==> config.mk <==
export PLATFORM = sky130hd
export DESIGN_NAME = alu_carga_operandos
export DESIGN_NICKNAME = d
export VERILOG_FILES = /design/src/rtl/alu_pkg.sv /design/src/rtl/antirrebote.sv /design/src/rtl/alu_carga_operandos.sv
export SDC_FILE = /design/constraint.sdc
export NUM_CORES = 1
export LEC_CHECK = 0
export BUFFER_PORTS_ARGS = -buffer_cell sky130_fd_sc_hd__buf_2
export CORE_UTILIZATION = 45
export DETAILED_ROUTE_END_ITERATION = 6
export GPL_ROUTABILITY_DRIVEN = 0
export HOLD_SLACK_MARGIN = 0.03
export PLACE_DENSITY = 0.8
export SYNTH_ARGS = -nofsm -noshare
export SYNTH_HDL_FRONTEND = slang
export SYNTH_SLANG_ARGS = --single-unit
export TNS_END_PERCENT = 100
==> constraint.sdc <==
create_clock -name clk -period 2.9 [get_ports clk]
set_input_delay 0.145 -clock clk [delete_from_list [all_inputs] [get_ports clk]]
set_output_delay 0.145 -clock clk [all_outputs]
set_load 0.02 [all_outputs]
==> src/rtl/alu_pkg.sv <==
// Shared definitions for the ALU operand path: sequencer state encoding and
// the select/flag field positions used by both the loader and muxsalida.
package alu_pkg;

  localparam int SEL_W    = 4;
  localparam int SEL_LSB  = 0;
  localparam int FLAG_BIT = 4;

  typedef enum logic [1:0] {
    CARGA_A  = 2'd0,
    CARGA_B  = 2'd1,
    CARGA_OP = 2'd2,
    EMITIR   = 2'd3
  } estado_t;

endpackage

==> src/rtl/antirrebote.sv <==
// Button conditioning: 2-FF synchronizer, consecutive-cycle debounce and a
// one-cycle pulse on each debounced press. The synchronizer resets to the
// "pressed" level and the pulse is only armed after the button has been seen
// released, so a button held through reset never produces a spurious press.
module antirrebote #(
  parameter int DEB_CYCLES = 4
) (
  input  logic clk,
  input  logic rst_n,
  input  logic btn,
  output logic pulso
);

  localparam int CW = $clog2(DEB_CYCLES + 1);
  localparam logic [CW-1:0] LAST = CW'(DEB_CYCLES - 1);

  logic          sync_1;
  logic          sync_2;
  logic          deb;
  logic          armed;
  logic [CW-1:0] cnt;

  // Two-stage synchronizer for the asynchronous button level.
  always_ff @(posedge clk or negedge rst_n) begin
    if (!rst_n) begin
      sync_1 <= 1'b1;
      sync_2 <= 1'b1;
    end else begin
      sync_1 <= btn;
      sync_2 <= sync_1;
    end
  end

  // Debounce counter, accepted level, release-arming and rising-edge pulse.
  always_ff @(posedge clk or negedge rst_n) begin
    if (!rst_n) begin
      deb   <= 1'b0;
      cnt   <= '0;
      armed <= 1'b0;
      pulso <= 1'b0;
    end else begin
      pulso <= 1'b0;
      if (!sync_2) begin
        armed <= 1'b1;
      end
      if (sync_2 != deb) begin
        if (cnt == LAST) begin
          deb   <= sync_2;
          cnt   <= '0;
          pulso <= sync_2 & armed;
        end else begin
          cnt <= cnt + 1'b1;
        end
      end else begin
        cnt <= '0;
      end
    end
  end

endmodule

==> src/rtl/alu_carga_operandos.sv <==
// Operand-loading sequencer: captures A, B and then select/flag from the
// switches on successive debounced load presses, then offers the operation.
//
// Handshake: op_valid is high for as long as the sequencer sits in EMITIR and
// the operation fields are stable meanwhile; a transfer happens on a clock
// edge where op_valid && op_ready, after which op_valid drops. op_valid never
// falls without a transfer except on clear (which aborts it) or reset.
module alu_carga_operandos
  import alu_pkg::*;
#(
  parameter int WIDTH      = 8,
  parameter int DEB_CYCLES = 4
) (
  input  logic             clk,
  input  logic             rst_n,
  input  logic [WIDTH-1:0] sw,
  input  logic             btn_cargar,
  input  logic             btn_borrar,
  input  logic             op_ready,
  output logic [WIDTH-1:0] op_a,
  output logic [WIDTH-1:0] op_b,
  output logic [SEL_W-1:0] sel,
  output logic             flag_in,
  output logic             op_valid,
  output logic [1:0]       estado
);

  estado_t st;
  estado_t st_nx;
  logic    pulso_cargar;
  logic    pulso_borrar;
  logic    load_a;
  logic    load_b;
  logic    load_op;
  logic    clr;

  antirrebote #(.DEB_CYCLES(DEB_CYCLES)) u_deb_cargar (
    .clk   (clk),
    .rst_n (rst_n),
    .btn   (btn_cargar),
    .pulso (pulso_cargar)
  );

  antirrebote #(.DEB_CYCLES(DEB_CYCLES)) u_deb_borrar (
    .clk   (clk),
    .rst_n (rst_n),
    .btn   (btn_borrar),
    .pulso (pulso_borrar)
  );

  // State register.
  always_ff @(posedge clk or negedge rst_n) begin
    if (!rst_n) begin
      st <= CARGA_A;
    end else begin
      st <= st_nx;
    end
  end

  // Next state and load strobes; clear overrides both load and handshake.
  always_comb begin
    st_nx   = st;
    load_a  = 1'b0;
    load_b  = 1'b0;
    load_op = 1'b0;
    clr     = 1'b0;
    if (pulso_borrar) begin
      clr   = 1'b1;
      st_nx = CARGA_A;
    end else begin
      case (st)
        CARGA_A: if (pulso_cargar) begin
          load_a = 1'b1;
          st_nx  = CARGA_B;
        end
        CARGA_B: if (pulso_cargar) begin
          load_b = 1'b1;
          st_nx  = CARGA_OP;
        end
        CARGA_OP: if (pulso_cargar) begin
          load_op = 1'b1;
          st_nx   = EMITIR;
        end
        EMITIR: if (op_ready) begin
          st_nx = CARGA_A;
        end
        default: st_nx = CARGA_A;
      endcase
    end
  end

  // Operand registers hold their values after the handshake for display.
  always_ff @(posedge clk or negedge rst_n) begin
    if (!rst_n) begin
      op_a    <= '0;
      op_b    <= '0;
      sel     <= '0;
      flag_in <= 1'b0;
    end else if (clr) begin
      op_a    <= '0;
      op_b    <= '0;
      sel     <= '0;
      flag_in <= 1'b0;
    end else begin
      if (load_a) begin
        op_a <= sw;
      end
      if (load_b) begin
        op_b <= sw;
      end
      if (load_op) begin
        sel     <= sw[SEL_LSB +: SEL_W];
        flag_in <= sw[FLAG_BIT];
      end
    end
  end

  assign op_valid = (st == EMITIR);
  assign estado   = st;

endmodule

==> results of run 1 <==
[power by group]
part	internal, mW	total (mW)	switching [mW]	leakage, nW
logic	0.333	0.834	0.500	0.405
clock network	0.0936	0.267	0.174	0.0282
registers	0.741	0.868	0.127	0.475
total	1.17	1.97	0.801	0.909
[timing repair]
item | in CTS | in global routing
endpoints found under the hold margin | 37 | 0
setup endpoints to repair | 0 | 0
hold buffers | 3 | 0
resized for setup | 0 | 0
[stage by stage]
step	cells	power [mW]	instance area, sq um	hold WS (ns)	setup WS, ns
after detailed placement	222	1.72	1800	0.251	1.21
after CTS	233	1.99	1890	0.0409	1.18
after global routing	233	2.13	1890	0.0411	1.09
after global placement	222	1.69	1800	0.250	1.27
after floorplan	148	1.47	1620	-0.151	1.19
final	233	1.97	1890	0.0555	1.20
[tightest hold or removal path: cells and delay by family]
kind / cells / cell delay (ns)
AOI/OAI and AO/OA: 1 / 0.05
buffers and inverters: 1 / 0.12
and+or+nand+nor: 1 / 0.06
[cells in the mapped netlist, drive strengths merged]
cell type  instances
clkbuf             2
mux2               3
a21oi             21
a2bb2oi            1
nor2               4
nand2             24
nand2b             4
nor3b              3
nor3               3
dfstp              4
inv                3
mux2i              1
buf                6
ha                 6
nor2b              3
dfrtp             35
xnor2              2
nand3             23
[final cells by class]
| cell class | instances | area share, % |
|---|---|---|
| repair buffers | 39 | 11.1 |
| clock inverters | 2 | 0.663 |
| inverters | 3 | 0.597 |
| clock buffers | 6 | 2.19 |
| multi-input cells | 98 | 30.4 |
| well taps | 46 | 3.05 |
| flip-flops and latches | 39 | 52.0 |
[routing by layer]
layer	share of wire (%)	GRT usage, %
met4	0.76	5.71
met2	48	26.3
met1	45	21.1
met5	0	0
met3	5.6	5.59
[registers in the layout, summed over array words and instances, names as in the netlist, 2 cells and up]
register          count
op_a                  8
op_b                  8
sel                   4
u_deb_borrar.cnt      3
u_deb_cargar.cnt      3
estado                2
[cell families after synthesis]
logic type                 count (synthesis)  share of synthesized area, %
xor gates and xnor gates                   2                          1.08
buffers and inverters                     11                          4.24
AOI/OAI and AO/OA                         22                          7.40
DFF                                       39                          60.4
adders and majority gates                  6                          4.63
and+or+nand+nor                           64                          19.3
muxes                                      4                          2.93
[worst max-delay path by stage]
stage / from / endpoint / slack, ns / depth (start not counted)
after global routing: estado[0] / estado[0] / 1.09 / 5
after detailed placement: estado[0] / estado[0] / 1.21 / 5
final: estado[0] / estado[0] / 1.20 / 5
after CTS: estado[0] / estado[0] / 1.18 / 5
after floorplan: estado[0] / estado[0] / 1.19 / 6
after global placement: estado[0] / estado[0] / 1.27 / 5
==> run_results.csv, run 1 <==
group,metric,value,unit
logic_synthesis,yosys_warnings,0,
logic_synthesis,synth_nets,167,
die,rows,21,
detailed_routing,vias_per_cell,5.07,
run,drv_cap,0,
worst_setup_path,cp.arrival,1.93,ns
worst_setup_path,ff2ff_setup_slack,1.20,ns
logic_synthesis,yosysTopAreaCell,"dfrtp_1",
timing,rsz0062_at_grt,"false",
worst_setup_path,path_buf_inv,1,
timing,max_freq,587,MHz
timing,tns,0,ns
timing,timing_hold_violations_final,0,
die,fp.dieArea,3850,sq um
logic_synthesis,postSynthCellCount,148,
grt,track_usage,16.5,%
detailed_routing,wirelength,2880,um
cts,clkSlewWorstSetupHoldPaths,0.12,ns
detailed_routing,wl_per_cell,12.4,um
place,portBuffers,36,
worst_setup_path,crit_type,"reg -> reg",
worst_setup_path,r2r_cells,5,
timing,slew_headroom,45.3,%
grt,gr-total-overflow,0,
min_path,min_to,"op_b[1]",
detailed_routing,dr.pass1.iters,4,
layout,final_common_cell,"buf_2",
layout,utilization,55.7,%
timing,slew_viol_final,0,
cts,cts_root_buf,"clkbuf_4",
grt,grt_pass1_wl,4550,um
cts,cts_tree,"yes",
worst_setup_path,slowest_stage,"dfrtp_1",
logic_synthesis,ys_top_cells_by_area,"dfrtp_1 54%, nand3_1 7.1%, a21oi_1 6.5%",
layout,layout_common_cells,"36 x buf_2, 35 x dfrtp_1, 24 x nand2_1",
grt,first_global_vias,1005,
layout,multi_input_area,573,sq um
logic_synthesis,syn_area,1620,sq um
place,dp.final_hpwl,2040,um
detailed_routing,antenna_left,0,
cts,cts.sinks,39,
power_and_ir_drop,peakVddDrop,357,uV
timing,tightest_slew,0.821,ns
die,initial_utilization,47.9,%
layout,area_growth,16.3,%
power_and_ir_drop,leakage,0.909,nW
run_status,status,"complete, no violations",
min_path,holdCritStartpoint,"sw[1]",
worst_setup_path,critPathMaxStageDelay,0.43,ns
worst_setup_path,cp_cell_sequence,"inv_1 -> ha_1 -> nor3_4 -> a2bb2oi_2 -> mux2_4",
die,die_y,62.1,um
cts,cts_buffers,5,
layout,diodes,0,
timing,clock-skew-final,0.0154,ns
timing,setup_viol,0,
min_path,worstHoldPathCells,3,
grt,grt_antenna_before_repair,0,
logic_synthesis,avgSynthCellArea,11.0,sq um
worst_setup_path,r2r-end,"estado[0]",
detailed_routing,first_iter_violations,60,
min_path,hp-class,"in -> reg",
logic_synthesis,synth-seq-area-share,60.4,%
worst_setup_path,setup.worst_path.end_class,"register",
layout,nNetsFinal,205,
timing,min_period,1.70,ns
timing,final.period_utilization,58.8,%
die,core-area,3390,sq um
detailed_routing,drc,0,
worst_setup_path,critical-path-top-delay-family,"flip-flops",
power_and_ir_drop,p_per_area,1040,nW/um^2
worst_setup_path,critPathMaxFanout,10,
die,ios,37,
grt,grt_max_degree,40,
worst_setup_path,r2r_start,"estado[0]",
cts,clock_latency,0.35,ns
layout,fillers,310,
logic_synthesis,ys_types,23,
logic_synthesis,synth.ff_latch_count,39,
detailed_routing,dr_total_vias,1182,
worst_setup_path,startpoint_type,"register",
layout,register_area,981,sq um
cts,cts_setup_buffers,0,
die,die-width,62.1,um
worst_setup_path,cp.required,3.13,ns
cts,clock_path_buffers,2,
cts,cts_htree_levels,2,
logic_synthesis,netlist.area_leader.share,54.0,%
layout,drive_above_1_share,27.8,%
(Power assumes the default switching activity.)
==> run 2, diff against run 1 <==
clock period = 1.75 ns   (was 2.9 ns; I/O delays follow)
==> run_results.csv, run 2 (synthesis results as in run 1) <==
group,metric,value,unit
cts,clock_path_buffers,2,
timing,tightest_slew,0.821,ns
layout,area_growth,26.0,%
timing,slew_headroom,45.3,%
layout,diodes,0,
power_and_ir_drop,p_per_area,1720,nW/um^2
cts,cts_htree_levels,2,
die,ios,37,
place,portBuffers,36,
min_path,hp-class,"in -> reg",
timing,max_freq,630,MHz
timing,rsz0062_at_grt,"false",
detailed_routing,vias_per_cell,4.93,
place,dp.final_hpwl,2110,um
timing,setup_viol,0,
cts,cts_setup_buffers,0,
cts,clkSlewWorstSetupHoldPaths,0.12,ns
layout,final_common_cell,"buf_2",
timing,final.period_utilization,90.7,%
timing,clock-skew-final,0.00976,ns
grt,grt_antenna_before_repair,0,
run_status,status,"complete, no violations",
worst_setup_path,critPathMaxFanout,5,
detailed_routing,wirelength,3000,um
layout,fillers,271,
worst_setup_path,cp.arrival,1.82,ns
layout,layout_common_cells,"36 x buf_2, 35 x dfrtp_1, 24 x nand2_1",
worst_setup_path,critPathMaxStageDelay,0.43,ns
cts,cts.sinks,39,
grt,globalRouteMet3Util,6.21,%
worst_setup_path,critical-path-top-delay-family,"flip-flops",
run,drv_cap,0,
place,dp.cells,228,
detailed_routing,drc,0,
die,core-area,3390,sq um
worst_setup_path,startpoint_type,"register",
place,postPlaceCellArea,1850,sq um
power_and_ir_drop,peakVddDrop,651,uV
cts,cts_tree,"yes",
cts,clock_latency,0.34,ns
grt,first_global_vias,1087,
layout,fin_cells,247,
detailed_routing,dr_total_vias,1217,
worst_setup_path,cp_cell_sequence,"inv_1 -> ha_1 -> nor3_4 -> a2bb2oi_2 -> mux2_4",
cts,cts_root_buf,"clkbuf_4",
grt,grt_pass1_wl,4780,um
timing,slew_viol_final,0,
layout,utilization,60.3,%
place,pre_cts_slack,0.168,ns
power_and_ir_drop,leakage,0.994,nW
worst_setup_path,cp.required,1.98,ns
timing,tns,0,ns
grt,grt_util_met2,27.8,%
die,die-width,62.1,um
grt,grt-busiest-layer,"met2",
worst_setup_path,setup.worst_path.end_class,"register",
layout,drive_above_1_share,29.4,%
timing,setup_ws,0.162,ns
worst_setup_path,path_buf_inv,1,
cts,cts_buffers,5,
power_and_ir_drop,power,3.52,mW
detailed_routing,dr.pass1.iters,4,
grt,grt_max_degree,40,
detailed_routing,antenna_left,0,
grt,gr-total-overflow,0,
grt,grt.met1_usage,22.3,%
die,fp.dieArea,3850,sq um
timing,min_period,1.59,ns
worst_setup_path,slowest_stage,"dfrtp_1",
worst_setup_path,crit_type,"reg -> reg",
die,rows,21,
detailed_routing,first_iter_violations,133,
grt,track_usage,17.4,%
die,initial_utilization,47.9,%
timing,whs,0.137,ns
die,die_y,62.1,um
layout,top_regs,"op_a x8, op_b x8, sel x4",
timing,timing_hold_violations_final,0,
detailed_routing,wl_per_cell,12.2,um
layout,nNetsFinal,219,
layout,stdcell_area,2040,sq um
==> run 2: final cells by class <==
class / count / area [sq um] / share of cell area [%]
sequential: 39 / 981 / 48.0
multi-input combinational: 98 / 573 / 28.0
timing repair buffer: 53 / 335 / 16.4
tap: 46 / 57.6 / 2.82
clock buffer: 6 / 51.3 / 2.51
clock inverter: 2 / 35.0 / 1.71
inverter: 3 / 11.3 / 0.551
==> run 2: worst paths after layout <==
check / endpoint / start / cells after the start / slack (ns)
max: estado[0] / estado[0] / 5 / 0.16
min: estado[1] / op_ready / 4 / 0.14
max reg2reg: estado[0] / estado[0] / 5 / 0.16
min reg2reg: u_deb_cargar.sync_2 / u_deb_cargar.sync_1 / 0 / 0.36
max in group asynchronous: u_deb_borrar.cnt[0] / rst_n / 2 / 0.86
min in group asynchronous: op_b[5] / rst_n / 2 / 0.37
==> run 2: worst reg2reg max path, cell delays in order, from the launching register on <==
cell	delay, ns
dfrtp_1	0.43
inv_1	0.10
ha_1	0.24
nor3_4	0.19
a2bb2oi_2	0.21
mux2_4	0.32
==> run 2: where the power goes <==
group          internal [mW]  leakage [nW]  switching, mW
logic                  0.606         0.470          0.860
clock network          0.338        0.0482          0.291
registers               1.23         0.475          0.197
total                   2.17         0.994           1.35
==> run 2: routing by layer <==
metal / wire (um) / vias to the layer above
met5: 0 / -
met4: 10 / 0
met3: 182 / 2
met2: 1450 / 42
met1: 1360 / 569
li1: - / 604
==> run 2: what timing repair did <==
action                    4_1_cts  5_1_grt
hold buffers                   11        0
gates resized for setup         0        0
hold endpoints to repair       55        0
